## src/rtl/sd_crc_pkg.sv

```systemverilog
// Shared definitions for the SD CRC engine.
//   state_t    : engine control states
//   CRC7_POLY  : x^7 + x^3 + 1 (SD command CRC)
//   CRC16_POLY : x^16 + x^12 + x^5 + 1 (SD data CRC)
//   crc_step   : one serial LFSR step on a left-justified 16-bit register
package sd_crc_pkg;

    typedef enum logic [2:0] {
        IDLE,
        DATA,
        APPEND,
        RXCRC,
        RESULT
    } state_t;

    localparam logic [6:0]  CRC7_POLY  = 7'h09;
    localparam logic [15:0] CRC16_POLY = 16'h1021;

    // Widest CRC supported by crc_step.
    localparam int CRC_MAX_W = 16;

    // crc and poly are left-justified in 16 bits so a single function serves
    // every width up to 16: the register MSB always sits at bit 15 and the
    // unused low bits stay zero because only zeros are shifted in.
    function automatic logic [15:0] crc_step(input logic [15:0] crc,
                                             input logic        bit_in,
                                             input logic [15:0] poly);
        logic fb;
        fb = bit_in ^ crc[15];
        return {crc[14:0], 1'b0} ^ (fb ? poly : 16'h0000);
    endfunction

endpackage

```

## src/rtl/sd_crc_fold.sv

```systemverilog
// Combinational fold of one DATA_W-bit beat into a CRC_W-bit register.
//   crc_in  : register value before the beat
//   data    : beat, MSB processed first
//   crc_out : register value after all DATA_W bits
module sd_crc_fold #(
    parameter int                CRC_W  = 7,
    parameter int                DATA_W = 1,
    parameter logic [CRC_W-1:0]  POLY   = 7'h09
) (
    input  logic [CRC_W-1:0]  crc_in,
    input  logic [DATA_W-1:0] data,
    output logic [CRC_W-1:0]  crc_out
);
    import sd_crc_pkg::*;

    localparam int          PAD     = CRC_MAX_W - CRC_W;
    localparam logic [15:0] POLY_AL = 16'(POLY) << PAD;

    if (CRC_W > CRC_MAX_W || CRC_W < 2) begin : g_bad_crc_w
        $error("sd_crc_fold: CRC_W must be between 2 and 16");
    end

    logic [15:0] acc;

    always_comb begin
        acc = 16'(crc_in) << PAD;
        for (int i = DATA_W - 1; i >= 0; i--) begin
            acc = crc_step(acc, data[i], POLY_AL);
        end
        crc_out = CRC_W'(acc >> PAD);
    end

endmodule

```

## src/rtl/sd_crc_engine.sv

```systemverilog
// SD CRC generator / checker with valid/ready streaming interfaces.
//   clk, rst_n            : rising-edge clock, asynchronous active-low reset
//   mode                  : 0 = generate (pass data, append CRC), 1 = check;
//                           taken from the first beat of each frame
//   s_valid/s_ready/s_last/s_data : input stream, MSB first
//   m_valid/m_ready/m_last/m_data : generate-mode output stream
//   chk_valid/chk_ok      : one-cycle check result
//   busy                  : engine is inside a frame
module sd_crc_engine #(
    parameter int               CRC_W  = 7,
    parameter logic [CRC_W-1:0] POLY   = 7'h09,
    parameter int               DATA_W = 1,
    parameter logic [CRC_W-1:0] INIT   = '0
) (
    input  logic              clk,
    input  logic              rst_n,
    input  logic              mode,
    input  logic              s_valid,
    input  logic              s_last,
    input  logic [DATA_W-1:0] s_data,
    output logic              s_ready,
    output logic              m_valid,
    output logic              m_last,
    output logic [DATA_W-1:0] m_data,
    input  logic              m_ready,
    output logic              chk_valid,
    output logic              chk_ok,
    output logic              busy
);
    import sd_crc_pkg::*;

    if (CRC_W % DATA_W != 0) begin : g_bad_data_w
        $error("sd_crc_engine: CRC_W must be a multiple of DATA_W");
    end

    localparam int               NBEATS    = CRC_W / DATA_W;
    localparam int               CNT_W     = $clog2(NBEATS + 1);
    localparam logic [CNT_W-1:0] LAST_BEAT = CNT_W'(NBEATS - 1);

    state_t           state;
    logic [CRC_W-1:0] crc;
    logic [CRC_W-1:0] rx;
    logic [CNT_W-1:0] cnt;
    logic             mode_q;

    logic [CRC_W-1:0] crc_src;
    logic [CRC_W-1:0] crc_fold;
    logic [CRC_W-1:0] crc_shl;
    logic [CRC_W-1:0] rx_next;
    logic             s_fire;
    logic             m_fire;

    // A frame always starts from INIT, whatever the register held before.
    assign crc_src = (state == IDLE) ? INIT : crc;

    sd_crc_fold #(
        .CRC_W  (CRC_W),
        .DATA_W (DATA_W),
        .POLY   (POLY)
    ) u_fold (
        .crc_in  (crc_src),
        .data    (s_data),
        .crc_out (crc_fold)
    );

    // Current APPEND beat sits in the top DATA_W bits after shifting out
    // the beats already sent.
    assign crc_shl = crc << (cnt * DATA_W);
    assign rx_next = CRC_W'({rx, s_data});
    assign s_fire  = s_valid && s_ready;
    assign m_fire  = m_valid && m_ready;
    assign busy    = (state != IDLE);

    // Stream handshakes are combinational so generate-mode data passes with
    // zero latency; everything is forced low while reset is asserted.
    always_comb begin
        s_ready = 1'b0;
        m_valid = 1'b0;
        m_last  = 1'b0;
        m_data  = '0;
        unique case (state)
            IDLE, DATA: begin
                // In IDLE the live mode input decides, since this beat is
                // the one that latches it.
                if ((state == IDLE) ? mode : mode_q) begin
                    s_ready = 1'b1;
                end else begin
                    s_ready = m_ready;
                    m_valid = s_valid;
                    m_data  = s_data;
                end
            end
            APPEND: begin
                m_valid = 1'b1;
                m_data  = crc_shl[CRC_W-1 -: DATA_W];
                m_last  = (cnt == LAST_BEAT);
            end
            RXCRC: begin
                s_ready = 1'b1;
            end
            default: begin
            end
        endcase
        if (!rst_n) begin
            s_ready = 1'b0;
            m_valid = 1'b0;
            m_last  = 1'b0;
            m_data  = '0;
        end
    end

    always_ff @(posedge clk or negedge rst_n) begin
        if (!rst_n) begin
            state     <= IDLE;
            crc       <= INIT;
            rx        <= '0;
            cnt       <= '0;
            mode_q    <= 1'b0;
            chk_valid <= 1'b0;
            chk_ok    <= 1'b0;
        end else begin
            chk_valid <= 1'b0;
            chk_ok    <= 1'b0;
            unique case (state)
                IDLE: begin
                    if (s_fire) begin
                        mode_q <= mode;
                        crc    <= crc_fold;
                        cnt    <= '0;
                        rx     <= '0;
                        if (s_last) begin
                            state <= mode ? RXCRC : APPEND;
                        end else begin
                            state <= DATA;
                        end
                    end
                end
                DATA: begin
                    if (s_fire) begin
                        crc <= crc_fold;
                        if (s_last) begin
                            cnt   <= '0;
                            state <= mode_q ? RXCRC : APPEND;
                        end
                    end
                end
                APPEND: begin
                    if (m_fire) begin
                        if (cnt == LAST_BEAT) begin
                            cnt   <= '0;
                            state <= IDLE;
                        end else begin
                            cnt <= cnt + 1'b1;
                        end
                    end
                end
                RXCRC: begin
                    // s_last carries no meaning here; the beat count ends it.
                    if (s_fire) begin
                        rx <= rx_next;
                        if (cnt == LAST_BEAT) begin
                            cnt       <= '0;
                            chk_valid <= 1'b1;
                            chk_ok    <= (rx_next == crc);
                            state     <= RESULT;
                        end else begin
                            cnt <= cnt + 1'b1;
                        end
                    end
                end
                RESULT: begin
                    state <= IDLE;
                end
                default: begin
                    state <= IDLE;
                end
            endcase
        end
    end

endmodule

```

## config.mk

```make
export PLATFORM = sky130hd
export DESIGN_NAME = sd_crc_engine
export DESIGN_NICKNAME = d
export VERILOG_FILES = /design/src/rtl/sd_crc_pkg.sv /design/src/rtl/sd_crc_fold.sv /design/src/rtl/sd_crc_engine.sv
export SDC_FILE = /design/constraint.sdc
export NUM_CORES = 1
export LEC_CHECK = 0
export ABC_AREA = 1
export ABC_CLOCK_PERIOD_IN_PS = 2000
export CORE_MARGIN = 2
export CORE_UTILIZATION = 55
export DETAILED_ROUTE_END_ITERATION = 8
export GPL_ROUTABILITY_DRIVEN = 1
export PLACE_DENSITY_LB_ADDON = 0.15
export SYNTH_ARGS = -nofsm -noshare
export SYNTH_HDL_FRONTEND = slang
export SYNTH_SLANG_ARGS = --single-unit
```

## constraint.sdc

```tcl
create_clock -name clk -period 2 [get_ports clk]
set_clock_uncertainty 0.05 [all_clocks]
set_input_delay 0.3 -clock clk [delete_from_list [all_inputs] [get_ports clk]]
set_output_delay 0.3 -clock clk [all_outputs]
set_load 0.02 [all_outputs]
```

---- Yosys cells after proc, flatten, opt, wreduce, memory -nomap -nowiden ----
Cells that the tools add are included.
cells by class
  add/subtract/negate cells ............... 1
  eq/ne operators ......................... 12
  shift operators ......................... 1
  multiplexer cells ....................... 41
  bitwise logic cells ..................... 2
  reduce and logical (&&, ||, !) cells .... 12
operators by type and width
  kind                 count
  $mux 3               13
  $pmux 3 s4           2
  $mux 1               17
  $xor 16x13->16       1
  $ne 2x2->1 const B   7
  $mux 13              1
  $mux 6               2
  $pmux 6 s2           1
  $eq 7x7->1           1
  $mux 7               1
  $reduce_and 7->1     1
  $shl 7x3->7          1
  $eq 3x2->1 const B   2
  $pmux 1 s2           3
  $reduce_and 6->1     1
  $reduce_and 2->1     2
  $reduce_bool 4->1    1
  $add 3x1->3 const B  1
  $eq 3x1->1 const B   1
  $eq 3x3->1 const B   1
  $logic_not 3->1      1
  $reduce_and 3->1     1
  $reduce_bool 3->1    1
  $logic_and 1x1->1    2
  other kinds (4)      4
storage, ports and cells
  bits in registers ....................... 22
  output and inout port bits .............. 7
  word-level logic and storage cells ...... 76

---- Depth between registers and ports, before layout ----
Gate-level depths: netlist (run 1).
  word-level depth ........................ 8
  gate-level depth with buffers ........... 11
  gate-level depth less buffers ........... 10

---- Hierarchy ----
A second synthesis (run 1) with hierarchy kept.
unflattened totals
  cell total of the unflattened synthesis .. 192
  area, all modules ....................... 1440.1 sq um
by module, submodules not included
  module         instances  cells an instance  area each (sq um)
  sd_crc_engine  1          176                1358.8
  sd_crc_fold    1          16                 81.3

---- Worst setup path after synthesis (run 1) ----
No wires, ideal clock.
  kind .................................... register to output
  start point ............................. register cnt[1]
  end point ............................... output m_last
  arrival ................................. 1.274 ns
  required time ........................... 1.650 ns
  path slack .............................. 0.376 ns
  stages on the path, launching flop included .. 4
  buffers on the path ..................... 1
  cells stage by stage .................... dfrtp_1 clkbuf_1 nand3_1 nor3_1
on the way
  longest elaborated chain between the ends .. 3
RTL lines
  what                      RTL line              source
  start: declaration        sd_crc_engine.sv:43   logic [CNT_W-1:0] cnt;
  start signal: assignment  sd_crc_engine.sv:153  cnt <= cnt + 1'b1;
  start signal: assignment  sd_crc_engine.sv:167  cnt <= cnt + 1'b1;
  $eq 3x3->1                sd_crc_engine.sv:96   m_last = (cnt == LAST_BEAT);
  $mux 1                    sd_crc_engine.sv:81   unique case (state)
  $mux 1                    sd_crc_engine.sv:104  if (!rst_n) begin
  end: declaration          sd_crc_engine.sv:23   output logic m_last,
No other way between the ends.

---- Worst setup path in the final report (run 1) ----
  start point ............................. register state[2]
  end point ............................... output busy
on the way
  longest elaborated chain between the ends .. 1
RTL lines
  what                      RTL line              source
  start: declaration        sd_crc_engine.sv:40   state_t state;
  start signal: assignment  sd_crc_engine.sv:132  state <= mode ? RXCRC : APPEND;
  start signal: assignment  sd_crc_engine.sv:143  state <= mode_q ? RXCRC : APPEND;
  $reduce_bool 3->1         sd_crc_engine.sv:72   assign busy = (state != IDLE);
  end: declaration          sd_crc_engine.sv:28   output logic busy
No other way between the ends.

==> results of run 1 <==
registers in the layout (all words and copies together) (netlist names):
name,cells
cnt,3
rx,6
crc,7
mode_q,1
chk_valid,1
state,3
chk_ok,1
report_power, final:
group / internal (W) / switching, W / leakage (nW)
logic: 0.000561 / 0.000737 / 0.516
registers: 0.000594 / 0.000149 / 0.291
clock network: 0.000203 / 0.000146 / 0.0279
layout by cell type, fill, tap and decap left out, drive strengths merged, types with 2 or more instances in the layout:
cell type / instances
nand2: 42
buf: 27
inv: 27
dfrtp: 22
o21ai: 13
nor2: 13
a21oi: 9
nand3: 9
o22ai: 8
clkdlybuf4s50: 8
xnor2: 7
nand4: 5
clkbuf: 4
nor3: 3
o21a: 2
xor2: 2
layer usage:
layer,routed length (um),global-route usage [%],up-vias
met5,0,0,-
met4,75,10.7,0
met3,128,3.71,10
met2,1550,44.8,41
met1,1480,34.1,618
li1,-,-,616
worst max-delay path, stage by stage, from the launching register on:
cell and delay (ns):
sky130_fd_sc_hd__dfrtp_2 0.48, sky130_fd_sc_hd__nor2_4 0.16, sky130_fd_sc_hd__nand2_2 0.10, sky130_fd_sc_hd__buf_4 0.14, sky130_fd_sc_hd__buf_4 0.14, sky130_fd_sc_hd__clkdlybuf4s15_1 0.28
how the worst min path moves through the flow:
stage | to | slack, ns
finish | state[1] | 0.35
global placement | state[0] | 0.45
detailed placement | state[0] | 0.45
global route | rx[4] | 0.37
floorplan | chk_ok | -0.05
CTS | state[2] | 0.37
metrics by stage:
stage / util (%) / setup slack [ns] / instance area [um2]
floorplan: - / 0.376 / 1310
global placement: 72.5 / -0.178 / 1620
detailed placement: 72.5 / -0.195 / 1620
CTS: 74.4 / 0.0114 / 1660
global route: 75.4 / -0.0264 / 1680
finish: 75.4 / 0.0363 / 1680
kinds of logic after synthesis:
logic type,after synthesis,share of synthesized area (%)
flops,22,42.2
compound gates,33,15.1
buf+inv,29,8.92
simple gates,73,27.7
xor+xnor,9,6.04
final cells by class:
class / count / area, um2
Sequential cell: 22 / 552
Tap cell: 28 / 35.0
Fill cell: 172 / 549
Timing Repair Buffer: 37 / 295
Clock buffer: 3 / 22.5
Inverter: 27 / 101
Multi-Input combinational cell: 115 / 648
Clock inverter: 1 / 30.0
timing repair:
action	in CTS	in global routing
pin swaps	1	1
gates resized for setup	13	12
endpoints found under the setup margin	5	4
setup buffers	0	2
hold buffers	0	0
==> results.md, run 1 <==
- The cell count after synthesis is 166.
- The number of buffers added by the clock tree synthesis step is 3.
- The via count of the first global-routing pass is around 1300.
- The core area is roughly 2200 um2.
- The worst pin sits at a relative slew slack of between 70% and 80%.
- The largest net degree at the start of global routing is 15.
- At the later pin of the worst-skew pair, clock insertion delay measures 0.31 ns.
- The die span in y is 52.7 um.
- In the synthesized netlist the dominant register cell turns out to be sky130_fd_sc_hd__dfrtp_1.
- The worst setup path is of the flip-flop to output port kind.
- The data required time at the worst endpoint is between 1.5 and 2 ns.
- The maximum number of buffers from clock root to sink is 2.
- The count of antenna diodes in the layout is 0.
- Averaged over all synthesized cells, the footprint is 7.86 um2.
- The per-cell via count in the routed design is 5.52.
- Measured in cells, the most critical reg-to-reg path has a length of 10.
- For this run, the top clock speed supported by timing is 509 MHz.
- The top fanout value on the critical path is 5.
- After synthesis, the largest area contributor takes up 42.2% of total cell area.
- The transition time of the tightest slew-check pin is slightly above 0.3 ns.
- Ranked by instance count, the synthesized netlist is headed by sky130_fd_sc_hd__nand2_1 (39), sky130_fd_sc_hd__inv_1 (24), sky130_fd_sc_hd__dfrtp_1 (22), sky130_fd_sc_hd__o21ai_0 (11), sky130_fd_sc_hd__nor2_1 (10).
- The worst hold-check path type is input pin to async pin.
- The estimated wirelength of the detail-placed design is about 2400 um.
- After detailed routing, the number of remaining DRC violations is 0.
- Final hold analysis gives a worst-case slack of 0.353 ns.
- The number of iterations in the first detailed-routing pass is 4.
- The die outline area is 2780 um2.
- The net count of the finished layout is 213.
- The mapped netlist covers approximately 1300 um2.
- Global routing finished with a remaining overflow of 0.
- The terminus of the critical flop-to-flop path is cnt[0].
- In this run the worst setup path terminates at busy.
- The total count of hold-check failures in the final report came to 0.
- The buffer type at the clock tree root is sky130_fd_sc_hd__clkbuf_4.
- After detailed routing, the total wire length is 3240 um.
- The part of the cycle the worst path needs is 98.2%.
- The run finished with clean final reports.
- The startpoint identified for the worst register-to-register timing path is state[2].
- The async set-or-reset flop fraction in the synthesized netlist is 100%.
- The ratio of cells with drive above 1 in the final layout is 24.9%.
- The number of primary I/O pins is 14.
- The number of antenna violations at the first check in global routing is 0.
- The dominant cell type by area after synthesis is sky130_fd_sc_hd__dfrtp_1.
- The total number of placement rows is 17.
- The TritonCTS clock tree is built.
- Clock-pin slew was measured on the worst setup and hold paths at 0.14 ns.
- At the end of routability-driven placement, the weighted congestion stood at 1.00.
- The worst-case IR drop observed on VDD is slightly above 0.8 mV.
- After detailed routing, the average wire length per cell comes to ~14 um.
- The area growth from synthesis to layout is 29.1%.
- Summed over all cells, the static leakage comes to between 0.8 and 0.9 nW.
- The number of max-cap violations is 0.
- The part of the Yosys area used for sequential elements is 42.2%.
- Dividing total power by cell area gives a power density of 1420 nW/um2.
- The most critical setup path has its startpoint at state[2].
- The worst path needs 1.96 ns of the cycle, external delays included.
- In this run, synthesis inferred 0 flip-flops with an integrated enable.
- For this configuration, the core starts out at a cell density of between 50 and 60%.
- Setup violations remaining at the end of the flow were counted as 0.
- The count of nets left with antenna violations once routing finished came out at 0.
- The number of nets handed over by synthesis was 173.
- During placement, the flow inserted port buffers numbering 13.
- In the post-synthesis netlist, the biggest area contributors are sky130_fd_sc_hd__dfrtp_1 (42%), sky130_fd_sc_hd__nand2_1 (11%), sky130_fd_sc_hd__inv_1 (6.9%).
- The endpoint kind of the worst setup timing path is an output port.
- Adding up every negative setup slack in the final design gives 0 ns.
- The number of non-filler instances in the completed layout is roughly 230.
- The design draws 0.00239 W.
- The synthesis warning total is 0.
- The global-route usage over all layers is about a quarter.
- Setup repair after global routing could not meet its margin everywhere.
- For this design, the sink count on the clock tree is 22.
- The max-slew violation count is 0.
- sky130_fd_sc_hd__nand2_1 is the most common cell in the netlist.
- Summing over every cut layer, the via total after detailed routing is around 1300.
- The number of H-tree branching levels is 1.
- Counting tap cells, the placed design contains a total of approximately 230 instances.
- The die boundary width is 52.7 um.
- The register-to-register setup slack is 0.17 ns.
- After synthesis the netlist holds a flip-flop and latch count of 22.
- The first-pass GRT wire length is 5360 um.
- The first routing iteration left 57 violations.
- The data arrival time of the worst path is roughly 1.6 ns.
- After synthesis, the netlist uses 27 different library cells.
- The worst setup path is launched from a flip-flop.
No activity file was read; power rests on OpenSTA's default activity.
==> inputs of run 2 (changes only) <==
--- a/config.mk
+++ b/config.mk
@@ -11,7 +11,7 @@
 export CORE_UTILIZATION = 55
 export DETAILED_ROUTE_END_ITERATION = 8
 export GPL_ROUTABILITY_DRIVEN = 1
-export PLACE_DENSITY_LB_ADDON = 0.15
+export PLACE_DENSITY = 0.75
 export SYNTH_ARGS = -nofsm -noshare
 export SYNTH_HDL_FRONTEND = slang
 export SYNTH_SLANG_ARGS = --single-unit
==> results.md, run 2 (synthesized netlist as in run 1, its figures left out) <==
- The reg-to-reg startpoint was state[2] (unchanged).
- The quantity of I/O buffers inserted on ports is 13 (unchanged).
- The total number of placement rows came to 17 (unchanged).
- The met1 demand-to-capacity share in global routing came to 37.0% (was 34.1%).
- The maximum number of buffers from clock root to sink is 2 (unchanged).
- The startpoint of the most critical setup path is state[2] (unchanged).
- The via count of the first global-routing pass came to 1202 (was 1250).
- The number of primary I/O pins is 14 (unchanged).
- The data required time at the worst endpoint is 1.65 ns (about the same).
- The worst-case vdd ir drop is 0.998 mV (was 0.805 mV).
- The family with the most delay on the worst path is simple AND/OR/NAND/NOR gates (was buffers and inverters).
- The largest net degree at the start of global routing is 15 (unchanged).
- The data arrival time of the worst path was 1.62 ns (was 1.61 ns).
- The total count of hold-check failures in the final report is 0 (unchanged).
- The via count of the routed design is 1258 (was 1285).
- The clock period minus final worst setup slack is 1.97 ns (was 1.96 ns).
- The core area is 2230 um2 (unchanged).
- The die boundary width came to 52.7 um (unchanged).
- The final net count is 215 (was 213).
- The sequential power share is 30.7% (was 31.1%).
- The clock net sink count is 22 (unchanged).
- The global-route usage over all layers was 27.0% (was 26.6%).
- The estimated wirelength of the detail-placed design came to 2380 um (was 2400 um).
- The number of non-filler instances in the completed layout is 235 (was 233).
- The clock transition at the registers of the reported paths was 0.13 ns (was 0.14 ns).
- The TritonCTS clock tree is built (unchanged).
- The number of iterations in the first detailed-routing pass is 4 (unchanged).
- The effective utilization at floorplan is 58.4% (unchanged).
- Chain of cells forming the critical path: nor2_4 -> nand3_1 -> nand2_1 -> nor3_2 -> o21a_1 -> buf_4 (was nor2_4 -> nand2_2 -> buf_4 -> buf_4 -> clkdlybuf4s15_1).
- The switching power total came to 0.00105 W (was 0.00103 W).
- The top register by number of flip-flops is crc (unchanged).
- Largest regs: crc x7, rx x6 (unchanged).
- The leakage component of the power was 0.847 nW (was 0.836 nW).
- The wire length per cell is 13.9 um (about the same).
- The placed cell count is 228 (was 227).
- The portion of total power attributed to combinational logic is 54.8% (was 54.3%).
- The maximum achievable frequency was 508 MHz (was 509 MHz).
- The total setup violations reported at the end of the flow came to 0 (unchanged).
- The number of H-tree branching levels is 1 (unchanged).
- The part of the cycle the worst path needs came to 98.5% (was 98.2%).
- The most crowded layer after global routing is met2 (unchanged).
- The highest cell delay on the worst timing path came to 0.48 ns (about the same).
- The internal power contribution is 0.00136 W (about the same).
- The number of DRC markers after the initial detailed-route iteration is 48 (was 57).
- The filler cell count is 161 (was 172).
- The max-slew headroom at the worst pin is 79.9% (was 79.4%).
- RSZ-0062 raised after global routing: true (unchanged).
- The number of buffers added by the clock tree synthesis step is 3 (unchanged).
- The final RePlAce weighted congestion is 1.01 (was 1.00).
- The most common cell after layout, fill and taps aside was sky130_fd_sc_hd__nand2_1 (unchanged).
- The global-route track usage on met2 is 44.0% (was 44.8%).
- The endpoint kind of the worst setup timing path is an output port (unchanged).
- The area occupied by multi-input gates was 653 um2 (was 648 um2).
- The first-pass GRT wire length is 5490 um (was 5360 um).
- The footprint of the flip-flops and latches was 553 um2 (was 552 um2).
- The clock insertion delay at the later pin of the skew report is 0.32 ns (was 0.31 ns).
- The number of buffers inserted by hold repair at cts came to 0 (unchanged).
- The number of remaining DRC errors came to 0 (unchanged).
- The share of power burned in the clock network is 14.5% (was 14.6%).
- The area growth from synthesis to layout is 30.9% (was 29.1%).
- The switching share of total power came to 43.6% (was 43.2%).
- The number of routed nets with antenna violations was 0 (unchanged).
- The startpoint type of the worst setup path is a flip-flop (unchanged).
- The number of buffers and inverters on the critical path came to 1 (was 3).
- Run status: finished clean (unchanged).
- The ratio of cells with drive above 1 in the final layout was 26.1% (was 24.9%).
- The worst hold-check path type is input pin to async pin (unchanged).
- The aggregate routed wire length is 3270 um (was 3240 um).
- Commonest non-fill, non-tap cells in the layout: sky130_fd_sc_hd__nand2_1 (38), sky130_fd_sc_hd__buf_4 (28), sky130_fd_sc_hd__inv_1 (22), sky130_fd_sc_hd__dfrtp_1 (20) (was sky130_fd_sc_hd__nand2_1 (38), sky130_fd_sc_hd__buf_4 (26), sky130_fd_sc_hd__inv_1 (23), sky130_fd_sc_hd__dfrtp_1 (21), sky130_fd_sc_hd__o21ai_0 (11)).
- The top fanout value on the critical path was 4 (was 5).
- The die span in y came to 52.7 um (unchanged).
- The power density over the cells is 1410 nW/um2 (was 1420 nW/um2).
- The transition time of the tightest slew-check pin is 0.301 ns (was 0.308 ns).
- The library cell contributing the largest single delay on the critical path is sky130_fd_sc_hd__dfrtp_2 (unchanged).
- The die outline area is 2780 um2 (unchanged).
- The number of flip-flops under the largest register name was 7 (unchanged).
- The global-route congestion overflow total was 0 (unchanged).
- The final total power came to 0.00241 W (was 0.00239 W).
- The number of antenna violations at the first check in global routing is 0 (unchanged).
- The buffer type at the clock tree root is sky130_fd_sc_hd__clkbuf_4 (unchanged).
- The count of antenna diodes in the layout is 0 (unchanged).
- The critical setup path kind was flip-flop to output port (unchanged).
- The number of max-cap violations is 0 (unchanged).
- The max-slew violation count is 0 (unchanged).
- The global-route track usage on met3 is 2.86% (was 3.71%).
- The per-cell via count in the routed design is 5.35 (was 5.52).
==> run 2: path summary, 6_finish.rpt <==
| path | end | slack [ns] | cells after the start |
|---|---|---|---|
| min in group clk | rx[5] | 0.51 | 2 |
| min | rx[4] | 0.38 | 3 |
| max reg2reg | cnt[0] | 0.13 | 9 |
| max | m_valid | 0.03 | 6 |
| max in group asynchronous | cnt[1] | 1.10 | 4 |
| min reg2reg | rx[5] | 0.51 | 2 |
==> run 2: final cells by class <==
cell class,count,area share (%)
repair buffers,39,18.3
flip-flops and latches,22,32.4
inverters,27,5.93
clock buffers,3,1.32
clock inverters,1,1.76
multi-input cells,115,38.2
well taps,28,2.05
==> run 2: repair_timing <==
item | in CTS | in global routing
endpoints found under the setup margin | 5 | 4
gates resized for setup | 12 | 14
setup buffers | 2 | 1
pin swaps | 1 | 3
gates cloned | 0 | 0
==> run 2: layer usage <==
metal | part of all wire, % | up-vias | wire, um
li1 | - | 621 | -
met3 | 5.0 | 9 | 165
met5 | 0 | - | 0
met4 | 1.5 | 0 | 49
met2 | 49 | 44 | 1590
met1 | 45 | 584 | 1470
==> run 2: metrics by stage <==
stage	utilization (%)	area (um2)	hold WS, ns	setup WS (ns)	setup TNS, ns
finish	76.5	1710	0.378	0.0301	0
global route	76.5	1710	0.388	-0.0218	-0.0424
CTS	75.4	1680	0.368	0.00195	0
detailed placement	72.9	1630	0.473	-0.162	-0.516
global placement	72.9	1630	0.451	-0.188	-0.536
floorplan	-	1310	-0.0456	0.376	0
==> run 2: power groups by stage <==
stage,logic [W],clock network [W],registers [W]
CTS,0.00126,0.000357,0.000737
floorplan,0.000840,0,0.000711
detailed placement,0.00124,0,0.000746
finish,0.00132,0.000349,0.000741
global placement,0.00121,0,0.000742
global route,0.00145,0.000363,0.000756
==> run 2: worst reg2reg max path, delay by kind of cell, from the launching register on <==
family / cells / cell delay, ns
buffers and inverters: 1 / 0.12
flip-flops: 1 / 0.48
AO/OA/AOI/OAI: 2 / 0.32
AND/OR/NAND/NOR: 6 / 0.80
